==> config.mk <==
export PLATFORM = sky130hd
export DESIGN_NAME = ex_m_pipe_reg
export DESIGN_NICKNAME = d
export VERILOG_FILES = /design/src/rtl/ex_m_pipe_reg.sv
export SDC_FILE = /design/constraint.sdc
export NUM_CORES = 1
export LEC_CHECK = 0
export CAP_MARGIN = 20
export CORE_AREA = 2 2 103 105
export DETAILED_ROUTE_END_ITERATION = 6
export DIE_AREA = 0 0 105 107
export GPL_TIMING_DRIVEN = 1
export PLACE_DENSITY = 0.85
export SETUP_SLACK_MARGIN = 0.15
export SYNTH_ARGS = -nofsm -noshare
export SYNTH_HDL_FRONTEND = slang
export SYNTH_SLANG_ARGS = --single-unit
==> constraint.sdc <==
create_clock -name i_clk -period 3 [get_ports i_clk]
set_input_delay 0.75 -clock i_clk [delete_from_list [all_inputs] [get_ports i_clk]]
set_output_delay 0.75 -clock i_clk [all_outputs]
set_load 0.02 [all_outputs]
==> src/rtl/ex_m_pipe_reg.sv <==
// EX/MEM pipeline register: captures EX results, builds byte enables and store lanes,
// squashes misaligned accesses and tracks a sticky halt. Debug PC/counter under `EX_M_DEBUG_EN.
module ex_m_pipe_reg #(
  parameter int NB_DATA = 32,
  parameter int NB_ADDR = 5
) (
  input  logic               i_clk,
  input  logic               i_rst,
  input  logic               i_stall,
  input  logic               i_flush,
  input  logic               i_valid_ex,
  input  logic [NB_DATA-1:0] i_alu_result_ex,
  input  logic [NB_DATA-1:0] i_rt_data_ex,
  input  logic [NB_ADDR-1:0] i_rd_ex,
  input  logic               i_regWrite_ex,
  input  logic               i_memRead_ex,
  input  logic               i_memWrite_ex,
  input  logic               i_memToReg_ex,
  input  logic               i_unsigned_ex,
  input  logic               i_halt_ex,
  input  logic [1:0]         i_bhw_ex,
  input  logic [NB_DATA-1:0] i_pc_ex,
  output logic               o_valid_m,
  output logic [NB_DATA-1:0] o_alu_result_m,
  output logic [NB_DATA-1:0] o_wdata_m,
  output logic [3:0]         o_be_m,
  output logic [NB_ADDR-1:0] o_rd_ex_m,
  output logic               o_regWrite_ex_m,
  output logic               o_memRead_m,
  output logic               o_memWrite_m,
  output logic               o_memToReg_m,
  output logic               o_unsigned_m,
  output logic [1:0]         o_bhw_m,
  output logic               o_misalign_m,
  output logic               o_halt_m,
  output logic               o_halted,
  output logic [NB_DATA-1:0] o_pc_m,
  output logic [31:0]        o_retired_cnt
);

  typedef enum logic [1:0] {
    SZ_BYTE = 2'b00,
    SZ_HALF = 2'b01,
    SZ_RSVD = 2'b10,
    SZ_WORD = 2'b11
  } size_e;

  // Everything a bubble must clear lives in one struct so a bubble is just '0.
  typedef struct packed {
    logic       valid;
    logic       regwrite;
    logic       memread;
    logic       memwrite;
    logic       memtoreg;
    logic       unsgn;
    logic       misalign;
    logic       halt;
    logic [3:0] be;
  } ctrl_t;

  ctrl_t              ctrl_q, ctrl_d, cap_ctrl;
  logic [NB_DATA-1:0] alu_q, alu_d;
  logic [NB_DATA-1:0] wdata_q, wdata_d, cap_wdata;
  logic [NB_ADDR-1:0] rd_q, rd_d;
  logic [1:0]         bhw_q, bhw_d;
  logic               halted_q, halted_d;

  logic [1:0] addr;
  logic [3:0] be_raw;
  logic       size_misaligned;
  logic       mem_access;
  logic       capture;
  logic       bubble;

  assign bubble  = i_flush | (~i_stall & halted_q);
  assign capture = ~i_flush & ~i_stall & ~halted_q;

  // Byte-lane decode of the effective address for the requested access size.
  always_comb begin
    // NOTE: every always_comb output gets a default first so no path leaves it unassigned (no latch).
    addr            = i_alu_result_ex[1:0];
    be_raw          = 4'b1111;
    size_misaligned = 1'b0;
    cap_wdata       = i_rt_data_ex;
    unique case (size_e'(i_bhw_ex))
      SZ_BYTE: begin
        be_raw    = 4'b0001 << addr;
        cap_wdata = {4{i_rt_data_ex[7:0]}};
      end
      SZ_HALF: begin
        be_raw          = addr[1] ? 4'b1100 : 4'b0011;
        size_misaligned = addr[0];
        cap_wdata       = {2{i_rt_data_ex[15:0]}};
      end
      SZ_RSVD, SZ_WORD: begin
        be_raw          = 4'b1111;
        size_misaligned = (addr != 2'b00);
      end
    endcase
  end

  // Qualified control for the instruction currently in EX.
  always_comb begin
    mem_access        = i_valid_ex & (i_memRead_ex | i_memWrite_ex);
    cap_ctrl          = '0;
    cap_ctrl.valid    = i_valid_ex;
    cap_ctrl.misalign = mem_access & size_misaligned;
    cap_ctrl.memread  = i_valid_ex & i_memRead_ex  & ~cap_ctrl.misalign;
    cap_ctrl.memwrite = i_valid_ex & i_memWrite_ex & ~cap_ctrl.misalign;
    cap_ctrl.memtoreg = i_valid_ex & i_memToReg_ex & ~cap_ctrl.misalign;
    cap_ctrl.unsgn    = i_valid_ex & i_unsigned_ex;
    cap_ctrl.halt     = i_valid_ex & i_halt_ex;
    cap_ctrl.regwrite = i_valid_ex & i_regWrite_ex & (i_rd_ex != '0) & ~cap_ctrl.misalign;
    cap_ctrl.be       = (cap_ctrl.memread | cap_ctrl.memwrite) ? be_raw : 4'b0000;
  end

  // Next state: flush / halted bubble clears control, stall holds, otherwise capture.
  always_comb begin
    ctrl_d   = ctrl_q;
    alu_d    = alu_q;
    wdata_d  = wdata_q;
    rd_d     = rd_q;
    bhw_d    = bhw_q;
    halted_d = halted_q;
    if (bubble) begin
      ctrl_d = '0;
    end else if (capture) begin
      ctrl_d   = cap_ctrl;
      alu_d    = i_alu_result_ex;
      wdata_d  = cap_wdata;
      rd_d     = i_rd_ex;
      bhw_d    = i_bhw_ex;
      halted_d = halted_q | cap_ctrl.halt;
    end
  end

  always_ff @(posedge i_clk) begin
    // NOTE: sequential state uses non-blocking assignments so every flop samples pre-edge values.
    if (i_rst) begin
      ctrl_q   <= '0;
      alu_q    <= '0;
      wdata_q  <= '0;
      rd_q     <= '0;
      bhw_q    <= '0;
      halted_q <= 1'b0;
    end else begin
      ctrl_q   <= ctrl_d;
      alu_q    <= alu_d;
      wdata_q  <= wdata_d;
      rd_q     <= rd_d;
      bhw_q    <= bhw_d;
      halted_q <= halted_d;
    end
  end

`ifdef EX_M_DEBUG_EN
  logic [NB_DATA-1:0] pc_q, pc_d;
  logic [31:0]        cnt_q, cnt_d;

  always_comb begin
    pc_d  = pc_q;
    cnt_d = cnt_q;
    if (bubble) begin
      pc_d = '0;
    end else if (capture) begin
      pc_d  = i_pc_ex;
      cnt_d = i_valid_ex ? cnt_q + 32'd1 : cnt_q;
    end
  end

  always_ff @(posedge i_clk) begin
    if (i_rst) begin
      pc_q  <= '0;
      cnt_q <= '0;
    end else begin
      pc_q  <= pc_d;
      cnt_q <= cnt_d;
    end
  end

  assign o_pc_m        = pc_q;
  assign o_retired_cnt = cnt_q;
`else
  logic unused_pc;
  assign unused_pc     = ^i_pc_ex;
  assign o_pc_m        = '0;
  assign o_retired_cnt = '0;
`endif

  assign o_valid_m       = ctrl_q.valid;
  assign o_alu_result_m  = alu_q;
  assign o_wdata_m       = wdata_q;
  assign o_be_m          = ctrl_q.be;
  assign o_rd_ex_m       = rd_q;
  assign o_regWrite_ex_m = ctrl_q.regwrite;
  assign o_memRead_m     = ctrl_q.memread;
  assign o_memWrite_m    = ctrl_q.memwrite;
  assign o_memToReg_m    = ctrl_q.memtoreg;
  assign o_unsigned_m    = ctrl_q.unsgn;
  assign o_bhw_m         = bhw_q;
  assign o_misalign_m    = ctrl_q.misalign;
  assign o_halt_m        = ctrl_q.halt;
  assign o_halted        = halted_q;

endmodule

==> metrics.md, run 1 <==
| Metric | Value |
|---|---|
| Maxcap violations | 0 |
| GPL Wtd Cong | 0.7774 |
| RR Startpoint | o_halted |
| RSZ-0062 raised after global routing | no |
| Die ar. | about 11000 um^2 |
| CP bufs+invs | 2 |
| Critical hold path startpoint | o_rd_ex_m[0] |
| Slew Limit Fails | 0 |
| Total routed wirelength | around 11000 um |
| Dpl hpwl | 8220 um |
| Hold Fails Final Rpt | 0 |
| Max Buffers Root-to-Sink | 2 |
| Start point of the critical path | i_stall |
| GRT Total Usage | about a fifth |
| P_leak | about 2.1 nW |
| Kind of cell adding the most delay to the critical path | buffers and inverters |
| Startpoint Class | input port |
| DP Area | about 5300 um^2 |
| Chip height | around 110 um |
| Core area | 10090 um^2 |
| Period minus WS final | approximately 2.2 ns |
| Combinational share of power | between 20% and 30% |
| Average routed wire per standard cell | roughly 14 um |
| Skew final | 0.008244 ns |
| Relative slew slack | a little under half |
| Worst-margin pin slew | about 0.79 ns |
| Synth warn | 0 |
| IR drop worst, VDD | ~0.23 mV |
| Overflow after GRT | 0 |
| Worst path cell trace | clkdlybuf4s50_1, or3_2, buf_4, a2bb2oi_1, nor2_1 |
| Antenna Violating Nets Remaining | 0 |
| P&R area growth vs syn | 45.27% |
| Clock sinks | 84 |
| CP Max Fanout | 16 |
| Layout cells sized above 1 | under 10% |
| Clock power share | about a third |
| Status | finished, final reports clean |
| Largest stage delay on the critical path | 0.67 ns |
| Setup CP Type | in -> reg |
| Number of synthesized flops with an enable pin | 0 |
| Seq/Total Area, Yosys | 44.34% |
| CTS Buf Count | 9 |
| CTS clk-pin slew, worst paths | ~0.09 ns |
| # DRC | 0 |
| Net load switching power | roughly 780 uW |
| Slowest CP cell | or3_2 |
| PD cells | between 400 and 500 nW/um^2 |
| Post-synthesis cell count | 483 |
| CP Capture Type | flop |
| DR vias/cell | 4.771 |
| Seq cells post-synth | 84 |
| Pin count of the biggest net entering global routing | between 70 and 80 |
| Pre-antenna DRT Iters | 5 |
| Hold Buf Count CTS | 0 |
| Largest cells by area after synthesis | dfxtp_1 44%, nand2_1 13%, buf_4 13% |
| Clock root buffer | clkbuf_8 |
| Power Internal | around 1.8 mW |
| Total Neg Setup Slack | 0 ns |
| Sequential group share of total power | 46.3% |
| First-pass GRT wire length | roughly 17000 um |
| Worst hold-check path type | reg -> reg |
| H-tree level count | 3 |
| # IOs | ~260 |
| Final instance area | around 5500 um^2 |
| Final WS setup | between 0.7 and 0.8 ns |
| Dpl ws | ~0.43 ns |
| Avg Synthesized Cell Area | approximately 7.9 um^2 |
| Cell area after synthesis | 3792 um^2 |
| TritonCTS clock tree | built |
| DRT iter0 DRCs | roughly 180 |
| Fraction of registers with async set/reset | 0% |
| Vias in the first global route | ~3.4k |
| Initial antenna violation count | 0 |
| Worst skew pair latency | 0.35 ns |
| Starting Density | 37.58% |
| Ys flop type | dfxtp_1 |
| Netlist cell types | 29 |
| Die Wd | between 100 and 150 um |
| Row count | 37 |
| Pwr Total | between 2 and 3 mW |
| Via count | 3702 |
| Post_cts resized | 0 |
| NumNets Final | 749 |
| Yosys top cell area share | 44.34% |
| Endpoints failing setup | 0 |
| Sw frac | 30.20% |
| Min Hold Slack | roughly 0.46 ns |
| Req. time, crit path | between 3 and 4 ns |
| Util after Layout | between 50% and 60% |
| Fmax | roughly 450 MHz |
| Non-Filler Instances | between 700 and 800 |
| CP arrival | approximately 2.5 ns |
| Period utilization | 74.16% |
| IO Port Bufs | approximately 170 |
| Placed insts | 760 |
| Diode count | 0 |
| Cell taking the most area after synthesis | dfxtp_1 |
| Setup Fix Bufs, Post-CTS | 0 |
cell usage after synthesis (2+ instances only):
master,number
a21oi_1,64
buf_2,15
o21ai_0,19
a211oi_1,8
mux2i_1,16
a311oi_1,8
buf_4,64
or3_1,2
o21ai_1,3
dfxtp_1,84
nor2_1,26
a2bb2oi_1,2
nand3_1,6
clkbuf_1,17
nand2_1,135
metal layers:
| metal | up-vias | GRT usage (%) | wire length, um | part of all wire (%) |
|---|---|---|---|---|
| li1 | 1770 | - | - | - |
| met1 | 1752 | 21.28 | 4378 | 39 |
| met2 | 163 | 33.91 | 5714 | 51 |
| met3 | 17 | 4.681 | 822 | 7.4 |
| met4 | 0 | 6.476 | 199 | 1.8 |
| met5 | - | 0 | 0 | 0 |
power groups by stage:
| stage | logic [mW] | clock network (mW) | registers (mW) |
|---|---|---|---|
| floorplan | 0.290 | 0 | 1.28 |
| global placement | 0.547 | 0 | 1.22 |
| detailed placement | 0.558 | 0 | 1.22 |
| CTS | 0.561 | 0.847 | 1.19 |
| global route | 0.600 | 0.889 | 1.20 |
| finish | 0.560 | 0.823 | 1.19 |
placed cells by master (no fill, tap or decap), types with 9 or more instances in the layout:
| master | netlist | layout |
|---|---|---|
| clkdlybuf4s50_1 | 0 | 164 |
| nand2_1 | 135 | 135 |
| dfxtp_1 | 84 | 84 |
| a21oi_1 | 64 | 64 |
| conb_1 | 1 | 64 |
| nor2_1 | 26 | 26 |
| o21ai_0 | 19 | 19 |
| mux2i_1 | 16 | 16 |
| clkbuf_8 | 0 | 9 |
| buf_4 | 64 | 9 |
worst reg2reg max path, cell delays in order (launching register included):
cell and delay [ns]:
dfxtp_1 0.36, or3_2 0.65, buf_4 0.27, a2bb2oi_1 0.19, nor2_1 0.06
kinds of logic after synthesis:
| logic type | count (synthesis) | share of synthesized area (%) |
|---|---|---|
| compound gates | 109 | 16.33 |
| buf+inv | 98 | 16.73 |
| flops | 84 | 44.34 |
| mux | 16 | 4.223 |
| other cells | 1 | 0.09888 |
| simple gates | 175 | 18.28 |
final timing paths:
kind	end	slack, ns	cells after the start
worst max register to register	o_memWrite_m	1.39	4
worst min register to register	o_rd_ex_m[0]	0.46	2
worst max-delay path	o_memWrite_m	0.78	5
worst min-delay path	o_rd_ex_m[0]	0.46	2
layout make-up:
type / instances / area, um^2
Clock inverter: 7 / 75.07
Fill cell: 962 / 4583
Timing Repair Buffer: 175 / 1734
Multi-Input combinational cell: 364 / 1720
Tap cell: 136 / 170.2
Inverter: 1 / 3.754
Sequential cell: 84 / 1682
Clock buffer: 9 / 123.9
state kept, by name, summed over array words and instances, names as in the netlist, 2 cells and up:
| name | flops |
|---|---|
| o_alu_result_m | 32 |
| o_wdata_m | 32 |
| o_rd_ex_m | 5 |
| o_be_m | 4 |
| o_bhw_m | 2 |
Power figures use the tool's default switching activity.
==> run 2, diff against run 1 <==
--- a/config.mk
+++ b/config.mk
@@ -6,11 +6,11 @@
 export NUM_CORES = 1
 export LEC_CHECK = 0
 export CAP_MARGIN = 20
-export CORE_AREA = 2 2 103 105
+export CORE_AREA = 2 2 112 114
 export DETAILED_ROUTE_END_ITERATION = 6
-export DIE_AREA = 0 0 105 107
+export DIE_AREA = 0 0 114 116
 export GPL_TIMING_DRIVEN = 1
-export PLACE_DENSITY = 0.85
+export PLACE_DENSITY = 0.76
 export SETUP_SLACK_MARGIN = 0.15
 export SYNTH_ARGS = -nofsm -noshare
 export SYNTH_HDL_FRONTEND = slang
==> constraint.sdc (replaced) <==
create_clock -name i_clk -period 1.92 [get_ports i_clk]
set_input_delay 0.48 -clock i_clk [delete_from_list [all_inputs] [get_ports i_clk]]
set_output_delay 0.48 -clock i_clk [all_outputs]
set_load 0.02 [all_outputs]
==> run 2 against run 1 <==
  * Sequential share of layout area down 1.9 points
  * Via count up 1.8%
  * Combinational power up 60%
  * Total power up 85%
  * Utilization down 5.3 points
  * Design area up 6.5%
  * Critical endpoint is now o_wdata_m[14]
  * Largest power group is now clock
==> metrics.md, run 2 (synthesis gave the netlist of run 1 again) <==
| Metric | Value |
|---|---|
| Chip height | 116 um (was 107 um) |
| # DRC | 0 (unchanged) |
| Final WS setup | 0.2046 ns (was 0.7752 ns) |
| GPL Wtd Cong | 0.7928 (was 0.7774) |
| Core area | 11910 um^2 (was 10090 um^2) |
| NumNets Final | 773 (was 749) |
| Clock root buffer | clkbuf_16 (was clkbuf_8) |
| Die Wd | 114 um (was 105 um) |
| Pin count of the biggest net entering global routing | 73 (unchanged) |
| RSZ-0062 raised after global routing | no (unchanged) |
| Overflow after GRT | 0 (unchanged) |
| CTS clk-pin slew, worst paths | 0.06 ns (was 0.09 ns) |
| TritonCTS clock tree | built (unchanged) |
| Max Buffers Root-to-Sink | 2 (unchanged) |
| IO Port Bufs | 165 (unchanged) |
| DRT iter0 DRCs | 187 (was 178) |
| CTS Buf Count | 9 (unchanged) |
| Clock power share | 42.0% (was 31.9%) |
| Req. time, crit path | 2.16 ns (was 3.25 ns) |
| DR vias/cell | 4.649 (was 4.771) |
| P_leak | 2.718 nW (was 2.068 nW) |
| Startpoint Class | input port (unchanged) |
| Via count | 3770 (was 3702) |
| Slew Limit Fails | 0 (unchanged) |
| Status | finished, final reports clean (unchanged) |
| Diode count | 0 (unchanged) |
| Worst skew pair latency | 0.34 ns (was 0.35 ns) |
| Period utilization | between 80% and 90% |
| H-tree level count | 3 (unchanged) |
| CP bufs+invs | 4 (was 2) |
| Met3 usage | 5.178% (was 4.681%) |
| Endpoints failing setup | 0 (unchanged) |
| Hold Buf Count CTS | 0 (unchanged) |
| Non-Filler Instances | 811 (was 776) |
| Vias in the first global route | 3484 (was 3431) |
| Starting Density | 31.84% (was 37.58%) |
| Placed insts | 792 (was 760) |
| # IOs | 262 (unchanged) |
| Fmax | between 500 and 600 MHz |
| DP Area | 5564 um^2 (was 5310 um^2) |
| Most frequent cells in the layout | 135 x nand2_1, 84 x dfxtp_1, 79 x clkdlybuf4s50_1, 79 x dlygate4sd2_1 (was 164 x clkdlybuf4s50_1, 135 x nand2_1, 84 x dfxtp_1) |
| Pre-antenna DRT Iters | 4 (was 5) |
| Maxcap violations | 0 (unchanged) |
| P&R area growth vs syn | 54.67% (was 45.27%) |
| Met2 Usage GRT | 28.29% (was 33.91%) |
| Setup CP Type | in -> reg (unchanged) |
| Dpl hpwl | 8476 um (was 8220 um) |
| Sequential group share of total power | 39.2% (was 46.3%) |
| GRT met1 Usage | 19.88% (was 21.28%) |
| Average routed wire per standard cell | 14.58 um (was 14.32 um) |
| IR drop worst, VDD | 0.6143 mV (was 0.2292 mV) |
| Fillers | 1176 (was 962) |
| Sw frac | 26.78% (was 30.20%) |
| Clock sinks | 84 (unchanged) |
| Worst hold-check path type | reg -> reg (unchanged) |
| Period minus WS final | 1.715 ns |
| Most used cell, CP | buf_4 |
| Net load switching power | 1.273 mW (was 778.2 uW) |
| Initial antenna violation count | 1 (was 0) |
| Final instance area | 5866 um^2 (was 5509 um^2) |
| Antenna Violating Nets Remaining | 0 (unchanged) |
| Row count | 40 (was 37) |
| Largest stage delay on the critical path | 0.43 ns (was 0.67 ns) |
| Busiest grt layer | met2 (unchanged) |
| GRT Total Usage | 16.94% (was 18.68%) |
| Commonest non-fill, non-tap cell in the layout | nand2_1 (was clkdlybuf4s50_1) |
| Skew final | 0.004857 ns (was 0.008244 ns) |
| PD cells | 810.6 nW/um^2 (was 467.7 nW/um^2) |
| CP arrival | 1.96 ns (was 2.47 ns) |
| Kind of cell adding the most delay to the critical path | buffers and inverters (unchanged) |
| Combinational share of power | 18.8% (was 21.7%) |
| CP Capture Type | flop (unchanged) |
| Worst path cell trace | clkdlybuf4s50_1, buf_4, nor3_4, buf_4, buf_12, nor2_1, a311oi_1 (was clkdlybuf4s50_1, or3_2, buf_4, a2bb2oi_1, nor2_1) |
| Layout cells sized above 1 | 8.735% (was 5.156%) |
| Die ar. | 13220 um^2 (was 11240 um^2) |
| First-pass GRT wire length | 17270 um (was 16820 um) |
| Total routed wirelength | 11830 um (was 11120 um) |
| Slowest CP cell | clkdlybuf4s50_1 (was or3_2) |
| Power Internal | 3.482 mW (was 1.798 mW) |
| Hold Fails Final Rpt | 0 (unchanged) |
| CP Max Fanout | 27 (was 16) |
| Dpl ws | -0.1615 ns (was 0.4303 ns) |
==> run 2: changes by cell type in the layout (fill, tap and decap cells not counted), moves of 2 or more <==
cell,delta
dlygate4sd2_1,+79
clkbuf_8,-9
clkdlybuf4s50_1,-85
clkbuf_16,+10
bufinv_16,+2
buf_4,+16
dlymetal6s2s_1,+5
clkinvlp_4,-3
buf_12,+7
==> run 2: final timing paths <==
path	start	end	slack, ns	cells after the start
max	i_flush	o_wdata_m[14]	0.20	7
min reg2reg	o_bhw_m[1]	o_bhw_m[1]	0.45	2
min	o_bhw_m[1]	o_bhw_m[1]	0.45	2
max reg2reg	o_halted	o_wdata_m[29]	0.39	4
==> run 2: worst min-delay path: cells and delay by family (launching register included) <==
| family | cells | cell delay [ns] |
|---|---|---|
| flops | 1 | 0.31 |
| compound gates | 1 | 0.05 |
| simple gates | 1 | 0.05 |
==> run 2: cell type report <==
type	count	area [um^2]	area share (%)
sequential	84	1682	28.67
inverter	1	3.754	0.06399
timing repair buffer	199	1928	32.87
clock inverter	6	112.6	1.920
clock buffer	10	229.0	3.904
tap	147	183.9	3.136
multi-input combinational	364	1727	29.44
==> run 2: stage by stage <==
stage,util [%],hold WS (ns),setup TNS (ns),power [mW]
after floorplan,-,0.5290,0,2.457
after global placement,46.71,0.4415,-7.014,2.820
after detailed placement,46.71,0.4454,-7.899,2.837
after CTS,48.75,0.4523,0,4.795
after global routing,49.24,0.4679,0,4.945
final,49.24,0.4515,0,4.755
==> run 2: power by group through the flow <==
| stage | Combinational, mW | Sequential [mW] | Clock (mW) |
|---|---|---|---|
| after detailed placement | 0.931 | 1.91 | 0 |
| after floorplan | 0.454 | 2.00 | 0 |
| after global placement | 0.918 | 1.90 | 0 |
| after CTS | 0.881 | 1.87 | 2.05 |
| final | 0.895 | 1.86 | 2.00 |
| after global routing | 0.960 | 1.87 | 2.11 |
==> run 2: metal layers <==
metal  wire (um)  vias up  part of all wire [%]
li1            -     1823                     -
met1        5026     1760                    42
met2        5683      161                    48
met3         796       24                   6.7
met4         306        2                   2.6
met5          14        -                  0.12
==> run 2: timing repair <==
action	CTS	global route
pin swaps	0	1
setup buffers	0	2
setup endpoints to repair	79	28
gates cloned	0	1
resized for setup	79	6
==> run 3, diff against run 2 <==
--- a/config.mk
+++ b/config.mk
@@ -15,3 +15,4 @@
 export SYNTH_ARGS = -nofsm -noshare
 export SYNTH_HDL_FRONTEND = slang
 export SYNTH_SLANG_ARGS = --single-unit
+export TNS_END_PERCENT = 20
==> run 3 against run 2 <==
  * Utilization up 0.81 points
  * Sequential power about the same
  * Design area grew 1.6%
  * Combinational power grew 4.7%
  * Maximum frequency down 3.8%
  * Worst setup slack worse by 0.068 ns
  * Via count is 0.19% lower
  * Hold slack improved by 0.0027 ns
  * Clock skew about the same
  * Highest routed layer unchanged
==> metrics.md, run 3 (synthesis gave the netlist of run 1 again) <==
| Metric | Value |
|---|---|
| Dpl hpwl | 8476 um (unchanged) |
| Via count | 3763 (was 3770) |
| Slowest CP cell | clkdlybuf4s50_1 (unchanged) |
| DP Area | 5564 um^2 (unchanged) |
| Layout cells sized above 1 | 8.584% (was 8.735%) |
| Pwr Total | 4.794 mW (was 4.755 mW) |
| CP Capture Type | output port (was flop) |
| Worst skew pair latency | 0.34 ns (about the same) |
| CP arrival | 1.30 ns (was 1.96 ns) |
| Min Hold Slack | 0.4542 ns (was 0.4515 ns) |
| Fillers | 1143 (was 1176) |
| CP Max Fanout | 2 (was 27) |
| Clock root buffer | clkbuf_16 (unchanged) |
| TritonCTS clock tree | built (unchanged) |
| Vias in the first global route | 3463 (was 3484) |
| NumNets Final | 773 (unchanged) |
| Initial antenna violation count | 1 (unchanged) |
| Dpl ws | -0.1615 ns (unchanged) |
| First-pass GRT wire length | 17190 um (was 17270 um) |
| H-tree level count | 3 (unchanged) |
| Pre-antenna DRT Iters | 4 (unchanged) |
| Setup CP Type | reg -> out (was in -> reg) |
| CTS clk-pin slew, worst paths | 0.06 ns (about the same) |
| Final WS setup | 0.1365 ns (was 0.2046 ns) |
| Starting Density | 31.84% (unchanged) |
| # DRC | 0 (unchanged) |
| Fmax | 560.7 MHz (was 583.0 MHz) |
| Hold Buf Count CTS | 0 (unchanged) |
| Worst hold-check path type | reg -> reg (unchanged) |
| PD cells | 804.2 nW/um^2 (was 810.6 nW/um^2) |
| Max Buffers Root-to-Sink | 2 (unchanged) |
| CTS Buf Count | 9 (unchanged) |
| Die Wd | 114 um (unchanged) |
| Req. time, crit path | 1.44 ns (was 2.16 ns) |
| Startpoint Class | flop (was input port) |
| Core area | 11910 um^2 (unchanged) |
| Final instance area | 5962 um^2 (was 5866 um^2) |
| Diode count | 0 (unchanged) |
| IR drop worst, VDD | 0.6086 mV (was 0.6143 mV) |
| Row count | 40 (unchanged) |
| Area of the multi-input gates | 1720 um^2 (was 1727 um^2) |
| Kind of cell adding the most delay to the critical path | buffers and inverters (unchanged) |
| Commonest non-fill, non-tap cell in the layout | nand2_1 (unchanged) |
| RSZ-0062 raised after global routing | yes (was no) |
| Clock sinks | 84 (unchanged) |
| DRT iter0 DRCs | 211 (was 187) |
| Largest stage delay on the critical path | 0.61 ns (was 0.43 ns) |
| Skew final | 0.004753 ns (was 0.004857 ns) |
| GPL Wtd Cong | 0.7928 (unchanged) |
| Maxcap violations | 0 (unchanged) |
| Period utilization | 92.89% (was 89.34%) |
| # IOs | 262 (unchanged) |
| Worst path cell trace | clkdlybuf4s50_1 (was clkdlybuf4s50_1, buf_4, nor3_4, buf_4, buf_12, nor2_1, a311oi_1) |
| Overflow after GRT | 0 (unchanged) |
| P&R area growth vs syn | 57.21% (was 54.67%) |
| Placed insts | 792 (unchanged) |
| Endpoints failing setup | 0 (unchanged) |
| Non-Filler Instances | 811 (unchanged) |
| GRT Total Usage | 16.86% (was 16.94%) |
| Most frequent cells in the layout | 135 x nand2_1, 134 x clkdlybuf4s50_1, 84 x dfxtp_1 (was 135 x nand2_1, 84 x dfxtp_1, 79 x clkdlybuf4s50_1, 79 x dlygate4sd2_1) |
| CP bufs+invs | 1 (was 4) |
| Chip height | 116 um (unchanged) |
| P_leak | 2.602 nW (was 2.718 nW) |
| Hold Fails Final Rpt | 0 (unchanged) |
| DR vias/cell | 4.640 (was 4.649) |
| Antenna Violating Nets Remaining | 0 (unchanged) |
| IO Port Bufs | 165 (unchanged) |
| Die ar. | 13220 um^2 (unchanged) |
| Status | finished, final reports clean (unchanged) |
| Period minus WS final | 1.784 ns (was 1.715 ns) |
| Average routed wire per standard cell | 14.62 um (was 14.58 um) |
| Slew Limit Fails | 0 (unchanged) |
| Total routed wirelength | 11860 um (was 11830 um) |
| Register Area | 1682 um^2 (unchanged) |
| Pin count of the biggest net entering global routing | 73 (unchanged) |
[run 3: path summary, 6_finish.rpt]
kind / startpoint / end / slack [ns] / depth (start not counted)
worst max-delay path: o_rd_ex_m[4] / o_rd_ex_m[4] / 0.14 / 1
worst min-delay path: o_alu_result_m[21] / o_alu_result_m[21] / 0.45 / 2
worst max register to register: o_halted / o_wdata_m[29] / 0.40 / 4
worst min register to register: o_alu_result_m[21] / o_alu_result_m[21] / 0.45 / 2
[run 3: repair_timing]
action	in CTS	in global routing
hold endpoints to repair	0	0
buffers inserted	0	2
cloned	0	1
endpoints found under the setup margin	79	92
pin swaps	0	1
gates resized for setup	15	14
[run 3: cell type report]
type | instances | area share, %
Inverter | 1 | 0.06296
Tap cell | 147 | 3.085
Multi-Input combinational cell | 364 | 28.86
Sequential cell | 84 | 28.21
Clock buffer | 10 | 3.841
Timing Repair Buffer | 199 | 34.06
Clock inverter | 6 | 1.889
[run 3: layer usage]
metal / GRT usage [%] / up-vias / wire length [um] / part of all wire [%]
met5: 0 / - / 14 / 0.12
met4: 8.211 / 2 / 308 / 2.6
met3: 5.073 / 24 / 917 / 7.7
met2: 28.06 / 170 / 5703 / 48
met1: 19.92 / 1743 / 4916 / 41
li1: - / 1824 / - / -
[run 3: through the flow]
step	TNS, ns	util [%]
2_1_floorplan	0	-
3_3_place_gp	-7.014	46.71
3_5_place_dp	-7.899	46.71
4_1_cts	0	49.42
5_1_grt	0	50.05
6_report	0	50.05
[run 3: where the power goes]
part	internal, mW	switching, mW
logic	0.426	0.511
clock network	1.27	0.716
registers	1.83	0.0418
